`src/rtl/mem_bus_responder.sv`:
```
`default_nettype none
// ============================================================================
// Module      : mem_bus_responder
// Description : Memory-bus slave for a multiplexed 8-bit address/data CPU bus.
//               It serves a small RAM, a reset vector, and fill data for
//               unmapped addresses.
// Revision    : 1.0 - initial release
// ============================================================================
module mem_bus_responder #(
    parameter int          RAM_AW    = 6,
    parameter logic [15:0] RESET_VEC = 16'h0200,
    parameter logic [7:0]  FILL      = 8'hEA
) (
    input  logic       clk,
    input  logic       rst_n,
    input  logic       ena,
    input  logic [7:0] cpu_ad,
    input  logic [1:0] cpu_phase,
    input  logic       cpu_rw,
    input  logic       cpu_strb,
    output logic [7:0] rd_data,
    output logic       rd_valid,
    output logic [7:0] bus_oe,
    output logic       err,
    output logic [7:0] txn_cnt
);

    localparam logic [1:0] IDLE   = 2'd0;
    localparam logic [1:0] GOT_LO = 2'd1;
    localparam logic [1:0] GOT_HI = 2'd2;
    localparam logic [1:0] RESP   = 2'd3;

    localparam logic [1:0] PH_LO   = 2'd0;
    localparam logic [1:0] PH_HI   = 2'd1;
    localparam logic [1:0] PH_DATA = 2'd2;

    logic [1:0]  state;
    logic [15:0] addr;
    logic [7:0]  ram [0:(2**RAM_AW)-1];
    logic        accept;
    logic        in_ram;
    logic        wr_en;
    logic [7:0]  lookup;

    assign accept = cpu_strb & ena;
    assign in_ram = (addr >> RAM_AW) == 16'd0;
    assign wr_en  = accept && (state == GOT_HI) && (cpu_phase == PH_DATA)
                    && !cpu_rw && in_ram;

    always_comb begin
        lookup = FILL;
        if (in_ram)
            lookup = ram[addr[RAM_AW-1:0]];
        else if (addr == 16'hFFFC)
            lookup = RESET_VEC[7:0];
        else if (addr == 16'hFFFD)
            lookup = RESET_VEC[15:8];
    end

    // The response cycle depends only on state, so an in-flight pulse finishes even with ena low.
    assign rd_valid = (state == RESP);
    assign bus_oe   = {8{rd_valid}};

    always_ff @(posedge clk) begin
        if (!rst_n) begin
            state   <= IDLE;
            addr    <= 16'd0;
            rd_data <= 8'd0;
            err     <= 1'b0;
            txn_cnt <= 8'd0;
        end else begin
            if (state == RESP) begin
                state   <= IDLE;
                txn_cnt <= txn_cnt + 8'd1;
            end
            // Later assignments override the RESP exit, so a strobe in RESP decodes as from IDLE.
            if (accept) begin
                case (cpu_phase)
                    PH_LO: begin
                        addr[7:0] <= cpu_ad;
                        state     <= GOT_LO;
                    end
                    PH_HI: begin
                        if (state == GOT_LO) begin
                            addr[15:8] <= cpu_ad;
                            state      <= GOT_HI;
                        end else begin
                            err   <= 1'b1;
                            state <= IDLE;
                        end
                    end
                    PH_DATA: begin
                        if (state == GOT_HI) begin
                            if (cpu_rw) begin
                                rd_data <= lookup;
                                state   <= RESP;
                            end else begin
                                state   <= IDLE;
                                txn_cnt <= txn_cnt + 8'd1;
                            end
                        end else begin
                            err   <= 1'b1;
                            state <= IDLE;
                        end
                    end
                    default: begin
                        err   <= 1'b1;
                        state <= IDLE;
                    end
                endcase
            end
        end
    end

    // RAM has no reset so its contents survive rst_n.
    always_ff @(posedge clk) begin
        if (rst_n && wr_en)
            ram[addr[RAM_AW-1:0]] <= cpu_ad;
    end

endmodule
`default_nettype wire

```
`config.mk`:
```
export PLATFORM = sky130hd
export DESIGN_NAME = mem_bus_responder
export DESIGN_NICKNAME = d
export VERILOG_FILES = /design/src/rtl/mem_bus_responder.sv
export SDC_FILE = /design/constraint.sdc
export NUM_CORES = 1
export LEC_CHECK = 0
export ABC_AREA = 1
export CAP_MARGIN = 0
export CELL_PAD_IN_SITES_DETAIL_PLACEMENT = 1
export CELL_PAD_IN_SITES_GLOBAL_PLACEMENT = 2
export CORE_UTILIZATION = 40
export CTS_BUF_LIST = sky130_fd_sc_hd__clkbuf_4 sky130_fd_sc_hd__clkbuf_8
export CTS_CLUSTER_SIZE = 8
export DETAILED_ROUTE_END_ITERATION = 16
export PLACE_DENSITY_LB_ADDON = 0.12
export REMOVE_ABC_BUFFERS = 1
export SLEW_MARGIN = 25
export SYNTH_ARGS = -nofsm -noshare
export SYNTH_HDL_FRONTEND = slang
export SYNTH_SLANG_ARGS = --single-unit
```
`constraint.sdc`:
```
create_clock -name clk -period 2.3 [get_ports clk]
set_input_delay 0.575 -clock clk [delete_from_list [all_inputs] [get_ports clk]]
set_output_delay 0.575 -clock clk [all_outputs]
set_load 0.1 [all_outputs]
```
# [Yosys cells after proc, flatten, opt, wreduce, memory -nomap -nowiden]
# Memory sizes are Yosys's and may differ from the RTL's. A register that Yosys moved wholly into a read port is not among the register bits.
# Cells that the tools add are included.
[op_classes] n_addsub=1 n_eq_ne=9 reduce_logical=13 n_bitwise=2 muxes=21
[op_table] cell="$mux 8" n=8
[op_table] cell="$eq 16x16->1 const B" n=2
[op_table] cell="$logic_not 16->1" n=1
[op_table] cell="$mux 6" n=2
[op_table] cell="$mux 2" n=5
[op_table] cell="$add 8x1->8 const B" n=1
[op_table] cell="$reduce_and 4->1" n=2
[op_table] cell="$eq 2x2->1 const B" n=3
[op_table] cell="$pmux 2 s3" n=1
[op_table] cell="$logic_and 1x1->1" n=5
[op_table] cell="$eq 2x1->1 const B" n=2
[op_table] cell="$mux 1" n=4
[op_table] cell="$ne 2x2->1 const B" n=2
[op_table] cell="$pmux 1 s3" n=1
[op_table] cell="$reduce_and 3->1" n=1
[op_table] cell="$logic_not 2->1" n=1
[op_table] cell="$reduce_and 2->1" n=1
[op_table] cell="$reduce_bool 2->1" n=1
[op_table] cell="$and 1x1->1" n=1
[op_table] cell="$logic_not 1->1" n=1
[op_table] cell="$not 1->1" n=1
[word_totals] in_bits=15 mem_count=1 reg_bits=35 output_inout_bits=26 mem_bits_rw=512 wordCells=53
[memory_table] name="ram" words=64 width=8 rd=1 rd_ports_with_merged_regs=1 write_ports=1 line="39" source="logic [7:0] ram [0:(2**RAM_AW)-1];"

# [Logic depth before layout (Yosys ltp)]
[depth] depth_word=8 depth_mapped=14 mapped_depth_nobuf=11

# [Worst setup path before layout]
# Ideal clock, no wire load.
[synth_timing] path_type="input to register" startpoint="input cpu_phase[0]" endpoint="memory ram[12][0] (enable)" n_path_buf=0 t_arrival_ns=1.989 required_time_ns=1.930 path_slack_ns=-0.059 cell_stages=8 path_cell_list="inv_2 nand2_1 nor2_2 nand3_1 or3_4 nor2_4 nand2_1 nor2_1"
[synth_via] elab_chain_cells=7
[synth_lines] element="start, declared" line="18" source="input logic [1:0] cpu_phase,"
[synth_lines] element="$eq 2x2->1" line="47" source="assign wr_en = accept && (state == GOT_HI) && (cpu_phase == PH_DATA)"
[synth_lines] element="$logic_and 1x1->1" line="47"
[synth_lines] element="$logic_and 1x1->1 (2 in series)" line="48" source="&& !cpu_rw && in_ram;"
[synth_lines] element="$logic_and 1x1->1" line="117" source="if (rst_n && wr_en)"
[synth_lines] element="$mux 1" line="117"
[synth_lines] element="$mux 1 (not written as such)" line="118" source="ram[addr[RAM_AW-1:0]] <= cpu_ad;"
[synth_lines] element="end, declared" line="39"
# Every way passes these cells.

# [Worst setup path in the final report]
[layout_timing] startpoint="register addr[11]" endpoint="memory ram[2][2] (enable)"
[layout_via] elab_chain_cells=5
[layout_lines] element="start, declared" line="38" source="logic [15:0] addr;"
[layout_lines] element="start signal, assigned" line="85" source="addr[15:8] <= cpu_ad;"
[layout_lines] element="$logic_not 16->1" line="46" source="assign in_ram = (addr >> RAM_AW) == 16'd0;"
[layout_lines] element="$logic_and 1x1->1" line="48"
[layout_lines] element="$logic_and 1x1->1" line="117"
[layout_lines] element="$mux 1" line="117"
[layout_lines] element="$mux 1 (not written as such)" line="118"
# Every way passes these cells.

==> metrics.md <==
| Metric | Value |
|---|---|
| Outcome | finished clean |
| Predominant post-synthesis flop cell | edfxtp_1 |
| Total clock sinks | ~550 |
| Clock Pin Slew Worst Setup and Hold Paths | 60 ps |
| Post-synthesis sequential area ratio | 71.6% |
| Synthesized area per cell | 11.3 um2 |
| Hold Path Sink | ram[56][1]$_DFFE_PP_ |
| CP top delay family | simple AND/OR/NAND/NOR gates |
| Unrepaired setup endpoints after global routing | true |
| Synth area leaders | edfxtp_1, nand2_1, nand3_1 |
| Hold Slack | approximately 280 ps |
| Yosys top cell by area | edfxtp_1 |
| Fillcell total | between 5k and 6k |
| Die Y | 240 um |
| # rows | 86 |
| CP Depth | 10 |
| # IOs | 41 |
| Max Slew Vio Count | 0 |
| Worst path bufs/invs | 2 |
| Tot GR Track Use | between 20% and 30% |
| Initial core utilization | between 40% and 50% |
| DIE AREA | about 58000 um2 |
| Drt drc | 0 |
| DR vias/cell | approximately 5.3 |
| Final setup vio count | 0 |
| Area growth, synth to finish | 20.5% |
| Initial antenna violation count | 1 |
| Max-cap violations | 0 |
| Commonest cells in the netlist | nand2_1, edfxtp_1, nand3_1 |
| Clock Path Buffers | 3 |
| Net Sw Frac | 22.9% |
| Worst-path cell chain | nor2_1, nand2_1, nor3_2, nand3_2, or3_4, nor2_4, nand3_2, buf_12, nor2_1, buf_4 |
| Syn Inst Count | 2010 |
| Most common cell in the netlist | nand2_1 |
| Number of synthesized flops with an enable pin | 512 |
| Element type at the critical path end | flip-flop |
| Reg-to-Reg Start | addr[11]$_SDFFE_PN0P_ |
| Maximum vdd drop | 0.000531 V |
| Hold Path Class | primary input to flip-flop |
| Yosys reg bits | 553 |
| Placed insts | 2848 |
| IO buf count | 40 |
| PD cells | 765 nW/um2 |
| Final period utilization | 99.9% |
| Remaining antenna violation count | 0 |
| CP Class | flip-flop to flip-flop |
| Clock power share | 42.0% |
| DR iter-0 viols | 1143 |
| Pin count of the biggest net entering global routing | 67 |
| Core area | 55500 um2 |
| Setup ws final | 2.71 ps |
| Vias in the first global route | 16.7k |
| Worst path slowest cell | or3_4 |
| WL met3 | 3280 um |
| Relative slew slack | 53.9% |
| Crit-path max FO | 8 |
| Fin Clk Skew | about 28 ps |
| Post-DP HPWL | approximately 46000 um |
| FFs w/ async S/R, synth | 0% |
| R2R depth | 10 |
| Layout cells sized above 1 | 18.6% |
| Remaining Overflow, GRT | 0 |
| Pre-CTS setup slack | -680 ps |
| H-Tree Level Count | 3 |
| CP Launch Type | flip-flop |
| RR Endpoint | ram[2][2]$_DFFE_PP_ |
| Power share of the combinational group | 5.3% |
| Non-filler cells, final | 3015 |
| Die Wd | roughly 240 um |
| Routed wire length per instance | 23.8 um |
| Number of nets in the layout | 2215 |
| Sequential Power Share | between 50% and 60% |
| Tot Pwr | approximately 21000 uW |
| P_sw | about 4800 uW |
| Hold Startpoint | cpu_ad[1] |
| CTS tree | done |
| Mapped Area | between 20000 and 25000 um2 |
| Post-synth cell types | 29 |
| Drt total wl | 71800 um |
| Total CTS buffers | between 90 and 100 |
| Post-layout minimum cycle time | 2300 ps |
| Synth Warn # | 0 |
| Clock Tree Root | clkbuf_8 |
| Vias | around 16k |
| Hold path depth | 1 |
| Worst EP required | 2700 ps |
| Hold_buf cts | 0 |
| FMAX | 435 MHz |
| Wire length on met2 | 35000 um |
| Slowest cell delay on critical path | approximately 410 ps |
| Leakage | between 0.01 and 0.015 uW |
| R2R Setup Slk | 3 ps |
| Critical path arrival | approximately 2700 ps |
| Post-synth top area share | around two thirds |
| Endpoints failing hold | 0 |
| Met1 Routed Length | approximately 32000 um |
| First drt pass iteration count | 5 |
| P_int | roughly 16000 uW |
| Max layer used | met4 |
| RePlAce Congestion | 0.852 |
| Global-route wire length before repair | 105000 um |
| Skew-Pair Late Insertion Delay | 690 ps |
| Slew @ Worst Pin | 690 ps |
## through the flow
stage	util [%]	area, um2	setup TNS, ps
finish	49.1	27300	0
global route	49.1	27300	-13800
CTS	48.4	26900	-706
detailed placement	45.1	25100	-304370
global placement	45.1	25100	-278450
floorplan	-	22000	-108440
## cells by family after synthesis
logic type	count (synthesis)	share of synthesized area [%]
AND/OR/NAND/NOR	1250	23.8
flip-flops	553	71.6
buffers and inverters	157	3.46
AO/OA/AOI/OAI	47	1.06
XOR/XNOR	2	0.0774
adder cells (fa/ha/maj)	1	0.0553
## layout by cell type (no fill, tap or decap), types with 19 or more instances in the layout
master,synthesis,layout
a21oi_1,26,26
buf_12,0,41
buf_4,35,131
buf_6,2,29
clkbuf_4,0,33
clkbuf_8,0,95
dfxtp_1,41,36
edfxtp_1,512,512
inv_1,29,28
nand2_1,678,676
nand3_1,445,443
nor2_1,99,66
nor2_2,1,21
o21ai_0,19,19
## worst max-delay path by stage
stage / to / startpoint / slack [ps]
5_1_grt: ram[46][4]$_DFFE_PP_ / addr[9]$_SDFFE_PN0P_ / -100
4_1_cts: ram[46][5]$_DFFE_PP_ / addr[11]$_SDFFE_PN0P_ / -50
3_3_place_gp: ram[42][2]$_DFFE_PP_ / cpu_phase[0] / -620
2_1_floorplan: rd_data[7]$_SDFFE_PN0P_ / flip-flop / -7050
3_5_place_dp: ram[46][3]$_DFFE_PP_ / cpu_phase[1] / -680
6_report: ram[2][2]$_DFFE_PP_ / addr[11]$_SDFFE_PN0P_ / 3
## routing by layer
layer  track usage [%]  vias to the layer above
met4              7.95                        0
met3              3.55                      103
met1              34.1                     8055
met2              42.3                      383
li1                  -                     7399
met5                 0                        -
## sequential cells by signal, summed over array words and instances (netlist names), named ones only
register  count
ram         512
addr         16
rd_data       8
txn_cnt       8
state         2
err           1
## cell type report
class | instances | area [um2] | area share, %
inverter | 33 | 143 | 0.523
sequential | 553 | 16200 | 59.5
timing repair buffer | 219 | 2330 | 8.56
clock inverter | 33 | 265 | 0.973
antenna | 1 | 2.50 | 0.00918
multi-input combinational | 1300 | 5820 | 21.3
clock buffer | 128 | 1560 | 5.71
tap | 748 | 936 | 3.43
## worst register-to-register path, stage by stage (launching register included)
cell,delay [ps]
dfxtp_2,320
nor2_1,90
nand2_1,70
nor3_2,120
nand3_2,130
or3_4,420
nor2_4,220
nand3_2,140
buf_12,200
nor2_1,110
buf_4,180
## power by group through the flow
stage          Sequential (uW)  Clock (uW)  Combinational [uW]
2_1_floorplan            11300           0                 404
3_3_place_gp             11200           0                1080
3_5_place_dp             11200           0                1090
4_1_cts                  11000        8960                1090
5_1_grt                  11000        9330                1190
6_report                 11000        8750                1110
## repair_timing
item	4_1_cts	5_1_grt
resized for setup	6	79
setup buffers	0	2
pin swaps	0	5
gates cloned	0	3
setup endpoints to repair	245	510
Power figures use the tool's default switching activity.
